===== config.mk =====
export PLATFORM = sky130hd
export DESIGN_NAME = rddata_bitcell_decoder
export DESIGN_NICKNAME = d
export VERILOG_FILES = /design/src/rtl/rddata_bitcell_decoder.sv
export SDC_FILE = /design/constraint.sdc
export NUM_CORES = 1
export LEC_CHECK = 0
export BUFFER_PORTS_ARGS = -buffer_cell sky130_fd_sc_hd__buf_2
export CAP_MARGIN = 20
export CORE_ASPECT_RATIO = 0.9
export CORE_MARGIN = 3
export CORE_UTILIZATION = 56
export CTS_CLUSTER_SIZE = 14
export DETAILED_ROUTE_END_ITERATION = 10
export PLACE_DENSITY = 0.82
export RECOVER_POWER = 100
export SLEW_MARGIN = 20
export SYNTH_ARGS = -nofsm -noshare
export SYNTH_HDL_FRONTEND = slang
export SYNTH_SLANG_ARGS = --single-unit

===== constraint.sdc =====
create_clock -name fclk -period 2.2 [get_ports fclk]
set_input_delay 0.55 -clock fclk [delete_from_list [all_inputs] [get_ports fclk]]
set_output_delay 0.55 -clock fclk [all_outputs]
set_load 0.1 [all_outputs]

===== src/rtl/rddata_bitcell_decoder.sv =====
// Recovers IWM read bits from raw rddata flux transitions using bit-cell window timing.
// Optional build macro RDDATA_GLITCH_FILTER_EN rejects transitions arriving before half a cell.
module rddata_bitcell_decoder #(
   parameter int CELL_CLKS   = 28,
   parameter int SYNC_STAGES = 2
) (
   input  logic       fclk,
   input  logic       _reset,
   input  logic       rddata,
   input  logic       enable,
   input  logic       fast,
   output logic       bit_strobe,
   output logic       bit_value,
   output logic [5:0] timer,
   output logic       tracking,
   output logic       glitch
);

   typedef enum logic [1:0] {
      IDLE  = 2'd0,
      HUNT  = 2'd1,
      TRACK = 2'd2
   } state_t;

   localparam logic [5:0] C_SLOW    = 6'(CELL_CLKS);
   localparam logic [5:0] C_FAST    = 6'(CELL_CLKS / 2);
   localparam logic [5:0] H_SLOW    = C_SLOW >> 1;
   localparam logic [5:0] H_FAST    = C_FAST >> 1;
   localparam logic [5:0] WEND_SLOW = C_SLOW + H_SLOW - 6'd1;
   localparam logic [5:0] WEND_FAST = C_FAST + H_FAST - 6'd1;

   state_t                 state;
   logic [SYNC_STAGES-1:0] sync_q;
   logic                   hist_q;
   logic                   fall_q;
   logic                   fall_pend;
   logic                   fast_q;
   logic [2:0]             zero_cnt;

   logic [5:0] half_len;
   logic [5:0] win_last;
   logic       fall_evt;
   logic       early;
   logic       take_one;
   logic       take_zero;

   assign half_len = fast_q ? H_FAST : H_SLOW;
   assign win_last = fast_q ? WEND_FAST : WEND_SLOW;

   // A transition seen while a strobe is on the output is held one cycle so strobes never abut.
   assign fall_evt = fall_q | fall_pend;

`ifdef RDDATA_GLITCH_FILTER_EN
   assign early = (timer < half_len);
`else
   assign early = 1'b0;
`endif

   assign take_one  = fall_evt & ~bit_strobe & ~early;
   assign take_zero = ~fall_evt & (timer == win_last);

   // Line idles high, so the chain presets to 1 to avoid a false fall after reset.
   always_ff @(posedge fclk or negedge _reset) begin
      if (!_reset) begin
         sync_q <= '1;
         hist_q <= 1'b1;
         fall_q <= 1'b0;
      end else begin
         // NOTE: sequential state uses non-blocking assignments so every flop samples pre-edge values.
         sync_q <= {sync_q[SYNC_STAGES-2:0], rddata};
         hist_q <= sync_q[SYNC_STAGES-1];
         fall_q <= hist_q & ~sync_q[SYNC_STAGES-1];
      end
   end

   always_ff @(posedge fclk or negedge _reset) begin
      if (!_reset) begin
         state      <= IDLE;
         bit_strobe <= 1'b0;
         bit_value  <= 1'b0;
         timer      <= 6'd0;
         tracking   <= 1'b0;
         fall_pend  <= 1'b0;
         fast_q     <= 1'b0;
         zero_cnt   <= 3'd0;
      end else begin
         bit_strobe <= 1'b0;
         if (!enable) begin
            state     <= IDLE;
            timer     <= 6'd0;
            tracking  <= 1'b0;
            fall_pend <= 1'b0;
            zero_cnt  <= 3'd0;
         end else begin
            case (state)
               IDLE: begin
                  state  <= HUNT;
                  fast_q <= fast;
                  timer  <= 6'd0;
               end
               HUNT: begin
                  timer     <= 6'd0;
                  fast_q    <= fast;
                  fall_pend <= 1'b0;
                  if (fall_q) begin
                     state      <= TRACK;
                     tracking   <= 1'b1;
                     bit_strobe <= 1'b1;
                     bit_value  <= 1'b1;
                     zero_cnt   <= 3'd0;
                  end
               end
               TRACK: begin
                  fall_pend <= fall_evt & bit_strobe;
                  if (take_one) begin
                     bit_strobe <= 1'b1;
                     bit_value  <= 1'b1;
                     timer      <= 6'd0;
                     zero_cnt   <= 3'd0;
                  end else if (take_zero) begin
                     bit_strobe <= 1'b1;
                     bit_value  <= 1'b0;
                     if (zero_cnt == 3'd7) begin
                        state    <= HUNT;
                        tracking <= 1'b0;
                        timer    <= 6'd0;
                        zero_cnt <= 3'd0;
                     end else begin
                        // Reloading H places the next empty-window decision one full cell later.
                        timer    <= half_len;
                        zero_cnt <= zero_cnt + 3'd1;
                     end
                  end else begin
                     timer <= (timer == 6'd63) ? timer : timer + 6'd1;
                  end
               end
               default: state <= IDLE;
            endcase
         end
      end
   end

`ifdef RDDATA_GLITCH_FILTER_EN
   always_ff @(posedge fclk or negedge _reset) begin
      if (!_reset) begin
         glitch <= 1'b0;
      end else begin
         glitch <= enable & (state == TRACK) & fall_evt & ~bit_strobe & early;
      end
   end
`else
   assign glitch = 1'b0;
`endif

endmodule


* After elaboration in Yosys (flattened, before gate mapping)
Cells that the tools add are included.
** Word-level totals
- Register bits :: 20
- Bits in latches :: 0
- Bits in writable memories :: 0
- Memory bits (read-only) :: 0
- Input port bits :: 5
- Output and inout port bits :: 10
- Logic and storage cells :: 81
- Memories :: 0
** Cells by class
- $add $sub $neg :: 2
- $mul :: 0
- Divide/modulo/power cells :: 0
- Order comparisons :: 0
- Equal/unequal tests :: 15
- Shift-type cells :: 0
- Multiplexer cells :: 36
- Bitwise logic cells :: 8
- Reduce and logical (&&, ||, !) cells :: 9
** Operator list (number)
- $mux W6 :: 5
- $mux W3 :: 5
- $ne A3 B3 Y1 const B :: 5
- $mux W1 :: 12
- $pmux W6 S2 :: 1
- $mux W2 :: 5
- $mux W4 :: 2
- $pmux W1 S2 :: 4
- $reduce_and A4 Y1 :: 2
- $add A6 B1 Y6 const B :: 1
- $eq A6 B6 Y1 :: 1
- $eq A6 B6 Y1 const B :: 1
- $pmux W2 S3 :: 1
- $pmux W3 S2 :: 1
- $ne A5 B5 Y1 const B :: 1
- $reduce_and A5 Y1 :: 1
- $and A1 B1 Y1 :: 4
- $ne A4 B4 Y1 const B :: 1
- $reduce_and A2 Y1 :: 2
- $add A3 B1 Y3 const B :: 1
- $eq A3 B3 Y1 const B :: 1
- $ne A3 B1 Y1 const B :: 1
- $ne A3 B2 Y1 const B :: 1
- $not A1 Y1 :: 3
- 8 further kinds :: 8

* Depth between registers and ports, before layout
- Depth in word-level cells :: 7
- Gate-level depth with buffers :: 8
- Mapped depth without buffers :: 7

* Worst setup path before layout
OpenSTA, ideal clock, no wires.
- Kind :: reg-to-reg
- Start point :: reg timer[2]
- End point :: reg timer[0]
- Library setup time :: 0.070 ns
- Data arrival time :: 2.303 ns
- Data required time :: 2.130 ns
- Slack :: -0.172 ns
- Stages on the path, launching flop included :: 7
- Buffers on the path :: 1
- Clock period less this slack :: 2.372 ns
- Cells stage by stage :: dfrtp_1 -> buf_4 -> and4bb_1 -> a22oi_4 -> nor2_2 -> or4_1 -> nand3_1
** Between the ends
- Word-level cells in the longest chain between the ends :: 6
- Elaborated cells between the ends (all ways) :: 9
- Those cells by class :: eq/ne: 3; mux: 4; bitwise: 1; reduce/logical: 1
** RTL lines
- from (decl) :: RTL line 14 : output logic [5:0] timer,
- from (signal assigned) :: RTL line 130 : timer <= half_len;
- from (signal assigned) :: RTL line 134 : timer <= (timer == 6'd63) ? timer : timer + 6'd1;
- $eq A6 B6 Y1 :: RTL line 60 : assign take_zero = ~fall_evt & (timer == win_last);
- $and A1 B1 Y1 :: RTL line 60
- $mux W6 :: RTL line 120 : end else if (take_zero) begin
- $mux W6 :: RTL line 115 : if (take_one) begin
- $pmux W6 S2 :: RTL line 95 : case (state)
- $mux W6 :: RTL line 88 : if (!enable) begin
Parallel ways exist; a longest one is shown, timed or not.
A chain may end at the register's enable or synchronous reset.

* Final worst setup path
- Start point :: reg state[0]
- End point :: reg timer[0]
** Between the ends
- Word-level cells in the longest chain between the ends :: 4
- Elaborated cells between the ends (all ways) :: 9
- Those cells by class :: eq/ne: 4; mux: 2; reduce/logical: 3
** RTL lines
- from (decl) :: RTL line 32 : state_t state;
- from (signal assigned) :: RTL line 78 : state <= IDLE;
- from (signal assigned) :: RTL line 89 : state <= IDLE;
- from (signal assigned) :: RTL line 97 : state <= HUNT;
- $eq A2 B1 Y1 / $logic_not A2 Y1 (equally long branches) :: RTL line 95
- $reduce_or A2 Y1 (no line)
- $pmux W6 S2 / $ne A3 B2 Y1 (equally long branches)
- $mux W6 / $reduce_and A2 Y1 (equally long branches)
Parallel ways exist; a longest one is shown, timed or not.

==> flow_metrics.env <==
export IMPL_cts_root_buf="clkbuf_4"
export IMPL_maxCapViolCount=0
export IMPL_synth_compound_area_frac=0.199
export IMPL_row_count=15
export IMPL_drive_above_1_share=0.252
export IMPL_synth_top_area_frac=0.361
export IMPL_tightest_slew_ps=1020
export IMPL_overflow=0
export IMPL_seqPwrFrac=0.386
export IMPL_die_h_um=49.5
export IMPL_synth_simple_area_share=0.219
export IMPL_tritoncts="built"
export IMPL_dr_pass1_iters=4
export IMPL_fp_dieW_um=54.3
export IMPL_boundaryPins=15
export IMPL_vias_per_cell=5.97
export IMPL_nets=144
export IMPL_design_die_area_mm2=0.00269
export IMPL_vias=931
export IMPL_fmax_mhz=493
export IMPL_grtUsageTotal=0.206
export IMPL_crit_start="state[0]"
export IMPL_worstPathArrival_ps=2280
export IMPL_grt_max_degree=21
export IMPL_skew_ps=1.45
export IMPL_ys_flop_type="dfrtp_1"
export IMPL_final_hold_viol_count=0
export IMPL_start_kind="register"
export IMPL_async_flop_share=1.00
export IMPL_area_delta_synth_final_pct=11.6
export IMPL_synth_seq_area_share=0.428
export IMPL_hold_class="in -> reg"
export IMPL_design_core_area_mm2=0.00195
export IMPL_cellLeakagePower_nw=0.569
export IMPL_syn_inst=115
export IMPL_wl_mm=2.32
export IMPL_muxShareOfSynthArea=0.0266
export IMPL_min_period_ps=2030
export IMPL_start_util=0.603
export IMPL_crit_required_ps=2450
export IMPL_drtIter0Drc=31
export IMPL_drc=0
export IMPL_synth_warnings=0
export IMPL_nFillCells=156
export IMPL_outcome="finished clean"
export IMPL_syn_nets=127
export IMPL_gp_congestion=0.898
export IMPL_power_density_mw_per_mm2=883
export IMPL_relSlewSlack=0.320
export IMPL_ir_drop_uv=602
export IMPL_cts_clk_slew_worst_paths_ps=110
export IMPL_grt_pass1_vias=883
export IMPL_holdBufCountCts=0
export IMPL_synth_xor_area_frac=0.00744
export IMPL_worstReg2RegStart="state[0]"
export IMPL_synthAdderAreaFrac=0.0744
export IMPL_setup_viol=0
export IMPL_htreeDepth=1
export IMPL_synth_top_family_by_area="simple AND/OR/NAND/NOR gates"
export IMPL_ys_seq_elements=20
export IMPL_place_ws_ps=80.6
export IMPL_finalSetupTns_ps=0
export IMPL_ant_nets=0
export IMPL_finalCritPeriodShare=0.921
export IMPL_yosys_cell_types_count=43
export IMPL_crit_path_end_kind="register"
export IMPL_port_buffers=13
export IMPL_intPower_uw=727
export IMPL_swShare=0.374
export IMPL_rsz0062_at_grt="no"
export IMPL_dp_hpwl_mm=1.66
export IMPL_antenna_found_initial=0
export IMPL_synthTopCellsByArea="dfrtp_1, ha_1, dfstp_2, o21ai_0, nand2_1"
export IMPL_worstPathMaxFanout=10
export IMPL_p_clk_frac=0.262
export IMPL_cts_made_buffers=3
export IMPL_drv_slew=0
export IMPL_combPwrFrac=0.352
export IMPL_hold_path_startpoint="rddata"
export IMPL_netlist_area_mm2=0.00118
export IMPL_wl_per_cell_um=14.9
export IMPL_clockBufferDepth=2
export IMPL_postLayoutSetupSlackWorst_ps=173
export IMPL_netSwitchingPower_uw=434
export IMPL_synth_area_leader_cell="dfrtp_1"
export IMPL_grt_pass1_wl_mm=4.05
export IMPL_avgSynthCellArea_um2=10.2
export IMPL_crit_type="reg -> reg"
export IMPL_n_antenna_cell=0
export IMPL_synth_edf_count=0
export IMPL_clk_latency_ps=310
export IMPL_clock_sinks=20
critical path, cell delays in order, from the launching register on:
cell and delay [ps]:
dfrtp_1 420, inv_1 130, ha_2 300, o211ai_4 170, or3b_2 460, or4_1 400
nand3_1 90
metrics by stage:
| step | power, mW | utilization | hold WS [ps] | instance area, µm² | instances |
|---|---|---|---|---|---|
| after CTS | 1.17 | 0.681 | 173 | 1330 | 156 |
| final | 1.16 | 0.673 | 322 | 1310 | 156 |
| after floorplan | 0.766 | - | 254 | 1180 | 115 |
| after detailed placement | 0.858 | 0.654 | 349 | 1280 | 152 |
| after global placement | 0.845 | 0.654 | 351 | 1280 | 152 |
| after global routing | 1.24 | 0.673 | 301 | 1310 | 156 |
cells in the final DEF (no fill, tap or decap), types with 3 or more instances in the layout:
| cell type | Yosys | routed |
|---|---|---|
| nor2_1 | 5 | 6 |
| clkbuf_4 | 0 | 3 |
| ha_1 | 7 | 6 |
| clkbuf_2 | 0 | 9 |
| dfrtp_2 | 0 | 3 |
| o21ai_0 | 9 | 9 |
| nand3_1 | 8 | 8 |
| nor2b_1 | 3 | 3 |
| nand2_1 | 12 | 12 |
| buf_2 | 1 | 3 |
| dfrtp_1 | 17 | 14 |
| buf_4 | 2 | 4 |
| nor3b_1 | 3 | 3 |
| inv_1 | 3 | 3 |
| a21oi_1 | 4 | 4 |
layout make-up:
class / count / area [µm²] / share of cell area
multi-input cells: 86 / 613 / 0.467
repair buffers: 18 / 97.6 / 0.0743
clock inverters: 1 / 30.0 / 0.0229
well taps: 25 / 31.3 / 0.0238
clock buffers: 3 / 22.5 / 0.0171
flip-flops and latches: 20 / 508 / 0.387
inverters: 3 / 11.3 / 0.00857
cell usage after synthesis (2+ instances only):
cell type and count:
dfrtp_1 17, o21ai_0 9, a41oi_1 2, ha_1 7
nor2_2 2, buf_4 2, nand2_1 12, nand3_1 8
dfstp_2 3, nor2_1 5, nor2b_1 3, or4_1 2
o31ai_2 2, clkbuf_1 2, nor3b_1 3, mux2i_1 2
nand2b_1 2, a21oi_1 4, a32o_1 2, inv_1 3
path summary, 6_finish.rpt:
check / cells after the start / to / slack, ps
setup / recovery: 6 / timer[0] / 170
hold / removal: 1 / sync_q[0] / 320
setup reg to reg: 6 / timer[0] / 170
hold reg to reg: 0 / sync_q[1] / 370
max in group asynchronous: 1 / timer[0] / 1150
min in group asynchronous: 1 / timer[1] / 380
flip-flops by register name (all words and copies together) (netlist names):
name	flops
timer	6
sync_q	2
zero_cnt	3
tracking	1
fall_q	1
hist_q	1
fast_q	1
state	2
bit_strobe	1
bit_value	1
fall_pend	1
metal layers:
layer / up-vias / GRT usage / wire length [µm]
met4: 0 / 0.0622 / 39
met1: 438 / 0.291 / 1010
met2: 35 / 0.299 / 1150
li1: 451 / - / -
met5: - / 0 / 0
met3: 7 / 0.0634 / 124
what timing repair did:
| action | 4_1_cts | 5_1_grt |
|---|---|---|
| buffers inserted | 0 | 0 |
| gates resized for setup | 0 | 2 |
| setup endpoints to repair | 0 | 3 |
kinds of logic after synthesis:
kind of cell	Yosys count
compound gates	28
xor+xnor	1
fa+ha+maj	7
buf+inv	9
flops	20
mux	3
other cells	1
simple gates	46
power by group through the flow:
stage	Clock, mW	Sequential, mW	Combinational [mW]
floorplan	0	0.533	0.232
global placement	0	0.450	0.395
detailed placement	0	0.452	0.406
CTS	0.311	0.446	0.409
global route	0.330	0.451	0.455
finish	0.304	0.448	0.409
Power figures use the tool's default switching activity.
